`src/rtl/ps2_rx_pkg.sv`:
```
// ps2_rx_pkg: frame states, PS/2 frame constants and odd-parity helper shared by the receiver
package ps2_rx_pkg;
  typedef enum logic [1:0] {IDLE, DATA, PARITY, STOP} ps2_rx_state_t;
  localparam int PS2_DATA_BITS  = 8;
  localparam int PS2_FRAME_BITS = 11;
  function automatic logic parity_ok(input logic [PS2_DATA_BITS-1:0] d, input logic p);
    return ^{d, p};
  endfunction
endpackage

```
`src/rtl/byte_fifo.sv`:
```
// byte_fifo: show-ahead FIFO; in clk/reset/push/pop/din, out dout(head)/full/empty/count
module byte_fifo #(
  parameter int WIDTH = 8,
  parameter int DEPTH = 4
) (
  input  logic                     clk,
  input  logic                     reset,
  input  logic                     push,
  input  logic                     pop,
  input  logic [WIDTH-1:0]         din,
  output logic [WIDTH-1:0]         dout,
  output logic                     full,
  output logic                     empty,
  output logic [$clog2(DEPTH):0]   count
);
  localparam int AW = $clog2(DEPTH);
  logic [WIDTH-1:0] mem_q [DEPTH];
  logic [WIDTH-1:0] mem_d [DEPTH];
  logic [AW-1:0] rd_q, rd_d, wr_q, wr_d;
  logic [AW:0] cnt_q, cnt_d;
  logic do_push, do_pop;

  always_comb begin
    empty   = cnt_q == '0;
    full    = cnt_q == (AW+1)'(DEPTH);
    do_pop  = pop & ~empty;
    do_push = push & (~full | do_pop);
    mem_d   = mem_q;
    if (do_push) mem_d[wr_q] = din;
    wr_d  = wr_q + AW'(do_push);
    rd_d  = rd_q + AW'(do_pop);
    cnt_d = cnt_q + (AW+1)'(do_push) - (AW+1)'(do_pop);
  end

  assign dout  = mem_q[rd_q];
  assign count = cnt_q;

  always_ff @(posedge clk) begin
    if (reset) begin
      mem_q <= '{default: '0};
      rd_q  <= '0;
      wr_q  <= '0;
      cnt_q <= '0;
    end else begin
      mem_q <= mem_d;
      rd_q  <= rd_d;
      wr_q  <= wr_d;
      cnt_q <= cnt_d;
    end
  end
endmodule

```
`src/rtl/ps2_rx.sv`:
```
// ps2_rx: PS/2 receiver; raw ps2_clk_in/ps2_dat_in -> filtered 11-bit frames -> byte_fifo (pop/data_out/data_valid/count) with sticky parity/frame/overflow flags
module ps2_rx
  import ps2_rx_pkg::*;
#(
  parameter int SYNC_STAGES    = 2,
  parameter int FILTER_LEN     = 4,
  parameter int TIMEOUT_CYCLES = 50000,
  parameter int FIFO_DEPTH     = 4
) (
  input  logic                          clk,
  input  logic                          reset,
  input  logic                          ps2_clk_in,
  input  logic                          ps2_dat_in,
  input  logic                          inhibit,
  input  logic                          pop,
  input  logic                          clear_errors,
  output logic [PS2_DATA_BITS-1:0]      data_out,
  output logic                          data_valid,
  output logic [$clog2(FIFO_DEPTH):0]   count,
  output logic                          parity_error,
  output logic                          frame_error,
  output logic                          overflow
);
  localparam int FW = $clog2(FILTER_LEN + 1);
  localparam int TW = $clog2(TIMEOUT_CYCLES);
  logic [SYNC_STAGES-1:0] clk_sync_q, clk_sync_d, dat_sync_q, dat_sync_d;
  logic filt_q, filt_d;
  logic [FW-1:0] filt_cnt_q, filt_cnt_d;
  ps2_rx_state_t state_q, state_d;
  logic [2:0] bit_idx_q, bit_idx_d;
  logic [PS2_DATA_BITS-1:0] shift_q, shift_d;
  logic par_q, par_d;
  logic [TW-1:0] to_q, to_d;
  logic perr_q, perr_d, ferr_q, ferr_d, ovf_q, ovf_d;
  logic s_clk, s_dat, flip, fall, push, perr_set, ferr_set, full, empty;

  always_comb begin
    clk_sync_d = {clk_sync_q[SYNC_STAGES-2:0], ps2_clk_in};
    dat_sync_d = {dat_sync_q[SYNC_STAGES-2:0], ps2_dat_in};
    s_clk      = clk_sync_q[SYNC_STAGES-1];
    s_dat      = dat_sync_q[SYNC_STAGES-1];
    flip       = (s_clk != filt_q) && (filt_cnt_q == FW'(FILTER_LEN - 1));
    filt_cnt_d = (s_clk == filt_q || flip) ? '0 : filt_cnt_q + 1'b1;
    filt_d     = flip ? s_clk : filt_q;
    fall       = flip & filt_q & ~inhibit;
    state_d    = state_q;
    bit_idx_d  = bit_idx_q;
    shift_d    = shift_q;
    par_d      = par_q;
    push       = 1'b0;
    perr_set   = 1'b0;
    ferr_set   = 1'b0;
    to_d       = (state_q == IDLE || fall) ? '0 : to_q + 1'b1;
    if (inhibit) begin
      state_d = IDLE;
      to_d    = '0;
    end else if (fall) begin
      case (state_q)
        IDLE: begin
          ferr_set  = s_dat;
          state_d   = s_dat ? IDLE : DATA;
          bit_idx_d = '0;
        end
        DATA: begin
          shift_d   = {s_dat, shift_q[PS2_DATA_BITS-1:1]};
          bit_idx_d = bit_idx_q + 1'b1;
          state_d   = (bit_idx_q == 3'd7) ? PARITY : DATA;
        end
        PARITY: begin
          par_d   = s_dat;
          state_d = STOP;
        end
        default: begin
          state_d  = IDLE;
          ferr_set = ~s_dat;
          perr_set = ~parity_ok(shift_q, par_q);
          push     = s_dat & parity_ok(shift_q, par_q);
        end
      endcase
    end else if (state_q != IDLE && to_q == TW'(TIMEOUT_CYCLES - 1)) begin
      state_d  = IDLE;
      ferr_set = 1'b1;
      to_d     = '0;
    end
    // a set event in the same cycle as clear_errors wins
    perr_d = perr_set | (perr_q & ~clear_errors);
    ferr_d = ferr_set | (ferr_q & ~clear_errors);
    ovf_d  = (push & full & ~pop) | (ovf_q & ~clear_errors);
  end

  always_ff @(posedge clk) begin
    if (reset) begin
      clk_sync_q <= '1;
      dat_sync_q <= '1;
      filt_q     <= 1'b1;
      filt_cnt_q <= '0;
      state_q    <= IDLE;
      bit_idx_q  <= '0;
      shift_q    <= '0;
      par_q      <= 1'b0;
      to_q       <= '0;
      perr_q     <= 1'b0;
      ferr_q     <= 1'b0;
      ovf_q      <= 1'b0;
    end else begin
      clk_sync_q <= clk_sync_d;
      dat_sync_q <= dat_sync_d;
      filt_q     <= filt_d;
      filt_cnt_q <= filt_cnt_d;
      state_q    <= state_d;
      bit_idx_q  <= bit_idx_d;
      shift_q    <= shift_d;
      par_q      <= par_d;
      to_q       <= to_d;
      perr_q     <= perr_d;
      ferr_q     <= ferr_d;
      ovf_q      <= ovf_d;
    end
  end

  byte_fifo #(.WIDTH(PS2_DATA_BITS), .DEPTH(FIFO_DEPTH)) u_fifo (
    .clk   (clk),
    .reset (reset),
    .push  (push),
    .pop   (pop),
    .din   (shift_q),
    .dout  (data_out),
    .full  (full),
    .empty (empty),
    .count (count)
  );

  assign data_valid   = ~empty;
  assign parity_error = perr_q;
  assign frame_error  = ferr_q;
  assign overflow     = ovf_q;
endmodule

```
`config.mk`:
```
export PLATFORM = sky130hd
export DESIGN_NAME = ps2_rx
export DESIGN_NICKNAME = d
export VERILOG_FILES = /design/src/rtl/ps2_rx_pkg.sv /design/src/rtl/byte_fifo.sv /design/src/rtl/ps2_rx.sv
export SDC_FILE = /design/constraint.sdc
export NUM_CORES = 1
export LEC_CHECK = 0
export CAP_MARGIN = 40
export CORE_UTILIZATION = 40
export CTS_CLUSTER_SIZE = 40
export DETAILED_ROUTE_END_ITERATION = 16
export PLACE_DENSITY = 0.66
export SYNTH_ARGS = -nofsm -noshare
export SYNTH_HDL_FRONTEND = slang
export SYNTH_SLANG_ARGS = --single-unit
```
`constraint.sdc`:
```
create_clock -name clk -period 3.45 [get_ports clk]
set_clock_uncertainty 0.2 [all_clocks]
set_input_delay 0.8625 -clock clk [delete_from_list [all_inputs] [get_ports clk]]
set_output_delay 0.8625 -clock clk [all_outputs]
set_load 0.02 [all_outputs]
```
* Word-level counts from Yosys, hierarchy flattened *
Index checks and enable logic that the tools add are counted.

storage, ports and cells
  output and inout bits = 15
  bits in registers = 80
  input port bits = 7

cells by class
  $lt $le $gt $ge = 3
  bitwise operators = 23
  reduce and logical (&&, ||, !) cells = 18
  equality and inequality tests = 8
  add/subtract/negate cells = 7
  muxes and demuxes = 25

operator list
  operator                 number
  $mux W16                 3
  $bwmux W32               1
  $mux W8                  3
  $add A16 B1 Y16 const B  1
  $bmux W8 S2              1
  $demux W8 S2             1
  $eq A16 B16 Y1 const B   1
  $and A1 B1 Y1            10
  $mux W1                  10
  $reduce_and A3 Y1        3
  $reduce_xor A9 Y1        1
  $not A1 Y1               7
  $add A3 B1 Y3 const B    2
  $eq A3 B3 Y1 const B     2
  $ge A3 B3 Y1 const B     2
  $mux W2                  3
  $not A2 Y3               2
  $pmux W2 S3              1
  $pmux W3 S2              1
  $reduce_bool A2 Y1       3
  $reduce_or A2 Y1         3
  $add A2 B1 Y2            2
  $or A1 B1 Y1             4
  $add A3 B1 Y3            1
  13 further kinds         16

* Depth between registers and ports, before layout *
  depth in word-level cells = 9
  depth in mapped cells = 12
  depth with buffers taken out = 11

* By module *
From an unflattened synthesis, not the netlist that was laid out.

unflattened totals
  cells, all modules = 351
  area total of the unflattened synthesis = 3583.4 um^2

by module, submodules not included
  module     sequential area each (um^2)  instances  area an instance (um^2)  cells an instance
  byte_fifo  780.7                        1          1819.2                   160
  ps2_rx     820.8                        1          1764.2                   191

* Worst setup path after synthesis *
OpenSTA, ideal clock, no wires.

  path type = input-to-reg
  from = input port inhibit
  to = register u_fifo.cnt_q[2], in the netlist u_fifo.count[2]
  cell stages on the path = 10
  required time = 3122 ps
  buffers on the path = 1
  arrival = 2723 ps
  setup time = 128 ps
  slack = 399 ps
  cells stage by stage = and4bb_2 nand3_2 clkbuf_1 nor3_1 ha_1 inv_1 fa_1 xor2_1 xnor2_1 nor2_1

between the ends
  word-level cells in the longest chain between the ends = 7

ends and longest elaborated chain
  element               line             RTL
  from (decl)           ps2_rx.sv:14     input logic inhibit,
  $not A1 Y1 (no line)  n/a
  $and A1 B1 Y1         ps2_rx.sv:45     fall = flip & filt_q & ~inhibit;
  $mux W1               ps2_rx.sv:57     end else if (fall) begin
  $mux W1 (*)           ps2_rx.sv:54     if (inhibit) begin
  $and A1 B1 Y1 (*)     byte_fifo.sv:27  do_push = push & (~full | do_pop);
  $add A3 B1 Y3 (*)     byte_fifo.sv:32  cnt_d = cnt_q + (AW+1)'(do_push) - (AW+1)'(do_pop);
  $sub A3 B1 Y3 (*)     byte_fifo.sv:32
  to (signal assigned)  byte_fifo.sv:48  cnt_q <= cnt_d;
  to (decl)             byte_fifo.sv:20  logic [AW:0] cnt_q, cnt_d;

Mark *: on every way between the ends. The rest lies on a longest branch, timed or not.
A chain may end at the register's enable or synchronous reset.

* Worst setup path after layout *
  from = register u_fifo.rd_q[0]
  to = output port data_out[7]

between the ends
  word-level cells in the longest chain between the ends = 4

ends and longest elaborated chain
  element                                     line             RTL
  from (decl)                                 byte_fifo.sv:19  logic [AW-1:0] rd_q, rd_d, wr_q, wr_d;
  from (signal assigned)                      byte_fifo.sv:46  rd_q <= rd_d;
  $not A2 Y3 (implied by the code)            byte_fifo.sv:35  assign dout = mem_q[rd_q];
  $bmux W8 S2                                 byte_fifo.sv:35
  $mux W8 (implied by the code) (2 in a row)  byte_fifo.sv:35
  to (decl)                                   ps2_rx.sv:17     output logic [PS2_DATA_BITS-1:0] data_out,

No other way between the ends. The select of a mux whose other input is x is not followed.

==> results.sh <==
export IMPL_ys_types=45
export IMPL_drt_first_pass_iters=6
export IMPL_synth_compound_area_frac=0.106
export IMPL_cts_resized=0
export IMPL_synth_area_leaders="dfxtp_1 (43%), o31ai_1 (5.1%), mux4_2 (4.9%)"
export IMPL_syn_inst=389
export IMPL_tightest_slew_ns=0.634
export IMPL_grt_pass1_vias=2689
export IMPL_final_cells=518
export IMPL_crit_required_ns=2.39
export IMPL_yosysWarnings=0
export IMPL_via_per_inst=5.43
export IMPL_dp_hpwl_um=5120
export IMPL_final_antenna_net_count=0
export IMPL_dr_first_iter_drc_count=163
export IMPL_synth_largest_area_cell="dfxtp_1"
export IMPL_cts_made_buffers=9
export IMPL_synth_ff_type="dfxtp_1"
export IMPL_clock_sinks=80
export IMPL_hold_viol_final=0
export IMPL_hold_path_class="reg -> reg"
export IMPL_synth_edf_count=0
export IMPL_fmax_mhz=323
export IMPL_ys_ff_latch=80
export IMPL_leakage_uw=0.00149
export IMPL_cts_clk_slew_worst_paths_ns=0.08
export IMPL_ir_worst_vdd_uv=348
export IMPL_ioPinCount=22
export IMPL_synthArstFlopShare=0
export IMPL_area_delta_synth_final_pct=13.6
export IMPL_fin_crit_ns=3.10
export IMPL_crit_path_start_kind="register"
export IMPL_rsz0062_at_grt="false"
export IMPL_status="completed"
export IMPL_synth_sequential_area_ratio=0.432
export IMPL_synthMuxAreaShare=0.0975
export IMPL_portBuffers=21
export IMPL_syn_area_um2=3710
export IMPL_die_area_um2=9660
export IMPL_dpl_cell_count=502
export IMPL_cts_root_buf="clkbuf_8"
export IMPL_finalCritPeriodShare=0.899
export IMPL_via_count=2811
export IMPL_start_util=0.419
export IMPL_fp_coreArea_um2=8850
export IMPL_syn_num_nets=406
export IMPL_drive_gt1_frac=0.117
export IMPL_synth_top_family_by_area="simple AND/OR/NAND/NOR gates"
export IMPL_drt_total_wl_um=7770
export IMPL_htreeDepth=3
export IMPL_gp_congestion=0.750
export IMPL_synth_fa_ha_area_frac=0.0358
export IMPL_nets=422
export IMPL_route_detailed_drc=0
export IMPL_netlist_area_leader_share=0.432
export IMPL_end_kind="primary output"
export IMPL_ctsLongestPathBuffers=2
export IMPL_synth_xor_area_share=0.0745
export IMPL_cts_tree="built"
export IMPL_slew_violations=0
export IMPL_grt_pass1_wl_um=13200
export IMPL_avgSynthCellArea_um2=9.54
export IMPL_path_max_fanout=8
export IMPL_cp_cell_sequence="buf_4, mux4_2, clkdlybuf4s50_1"
export IMPL_num_rows=34
export IMPL_synth_simple_area_share=0.213
export IMPL_slew_limit_headroom=0.577
export IMPL_wl_per_cell_um=15.0
export IMPL_final_setup_tns_ns=0
export IMPL_finalSetupViolCount=0
export IMPL_grt_ovfl_total=0
export IMPL_post_cts_buffers=0
export IMPL_dieWidth_um=98.3
export IMPL_crit_path_max_incr_delay_ns=0.56
export IMPL_maxCapViolations=0
export IMPL_path_class="reg -> out"
export IMPL_arrival_ns=2.04
export IMPL_clkLatencyLatePin_ns=0.35
export IMPL_globalRouteTotalUtil=0.172
export IMPL_cp_slowest_cell="clkdlybuf4s50_1"
export IMPL_n_antenna_cell=0
export IMPL_grt_max_degree=71
export IMPL_antenna_found_initial=0
export IMPL_cts_hold_buf=0
export IMPL_power_density_nw_per_um2=475
export IMPL_fp_dieH_um=98.3
## cell usage in the layout (no fill, tap or decap), types with 12 or more instances in the layout
master           synthesis  layout
a21oi_1                 29      29
clkdlybuf4s50_1          0      20
nor2_1                  42      42
dfxtp_1                 80      80
nand4_1                 25      25
o31ai_1                 25      25
nand2b_1                15      15
nand2_1                 20      20
mux2i_1                 17      17
nand3_1                 12      12
## metal layers
metal	share of wire	vias up	wire (µm)	GRT usage
li1	-	1418	-	-
met1	0.47	1312	3630	0.229
met2	0.46	66	3560	0.271
met3	0.050	15	390	0.0351
met4	0.024	0	190	0.0792
met5	0	-	0	0
## metrics by stage
step | hold WS (ns) | setup slack (ns) | total power [µW] | utilization | area, µm²
global route | 0.228 | 0.262 | 2100 | 0.476 | 4210
detailed placement | 0.197 | 0.132 | 1320 | 0.453 | 4010
floorplan | 0.189 | 0.399 | 1210 | - | 3710
global placement | 0.194 | 0.162 | 1320 | 0.453 | 4010
finish | 0.216 | 0.350 | 2000 | 0.476 | 4210
CTS | 0.216 | 0.316 | 2030 | 0.476 | 4210
## final cells by class
| cell class | instances | area [µm²] |
|---|---|---|
| clock buffer | 11 | 151 |
| multi-input combinational | 274 | 1950 |
| fill | 852 | 4640 |
| tap | 108 | 135 |
| clock inverter | 5 | 55.1 |
| inverter | 8 | 30.0 |
| timing repair buffer | 32 | 288 |
| sequential | 80 | 1600 |
## Yosys cell counts, drive strengths merged (2+ instances only)
library cell and count:
nor3 3, o21ai 2, ha 9, or3 3, nand2 20, xnor2 13, nand4 25, nor2b 8
buf 6, xor2 12, nand2b 15, nor4 3, nand3 13, and2 2, a21oi 29, or4 3
mux2i 17, inv 8, clkbuf 21, or2 4, dfxtp 80, mux4 8, or2b 2, nor2 42
o31ai 25, and3 3
## cells by family after synthesis
family | count (synthesis)
buffers and inverters | 35
AOI/OAI and AO/OA | 62
DFF | 80
muxes | 26
xor gates and xnor gates | 26
and+or+nand+nor | 150
adders and majority gates | 10
## worst paths after layout
check / from / to / cells past startpoint / slack (ns)
worst max-delay path: u_fifo.rd_q[0]$_SDFF_PP0_ / data_out[7] / 3 / 0.35
worst min-delay path: dat_sync_q[0]$_SDFF_PP1_ / dat_sync_q[1]$_SDFF_PP1_ / 1 / 0.22
worst max register to register: shift_q[4]$_SDFFE_PP0P_ / u_fifo.count[2]$_SDFF_PP0_ / 10 / 0.55
worst min register to register: dat_sync_q[0]$_SDFF_PP1_ / dat_sync_q[1]$_SDFF_PP1_ / 1 / 0.22
## worst max-delay path, delay by kind of cell (launching register included)
kind | cells | cell delay, ns
buffers and inverters | 2 | 0.80
muxes | 1 | 0.55
DFF | 1 | 0.34
## sequential cells by signal, summed over array words and instances, names as in the netlist
signal	count
to_q	16
dat_sync_q	2
u_fifo.count	3
frame_error	1
parity_error	1
u_fifo.rd_q	2
filt_q	1
bit_idx_q	3
u_fifo.mem_q	32
u_fifo.wr_q	2
shift_q	8
state_q	2
par_q	1
clk_sync_q	2
filt_cnt_q	3
overflow	1
## power by group
group / total [µW] / leakage, µW / switching [µW] / internal [µW]
combinational: 309 / 0.000741 / 155 / 154
clock: 706 / 0.000101 / 335 / 371
sequential: 985 / 0.000646 / 34.5 / 950
total: 2000 / 0.00149 / 525 / 1480
Power figures use the tool's default switching activity.
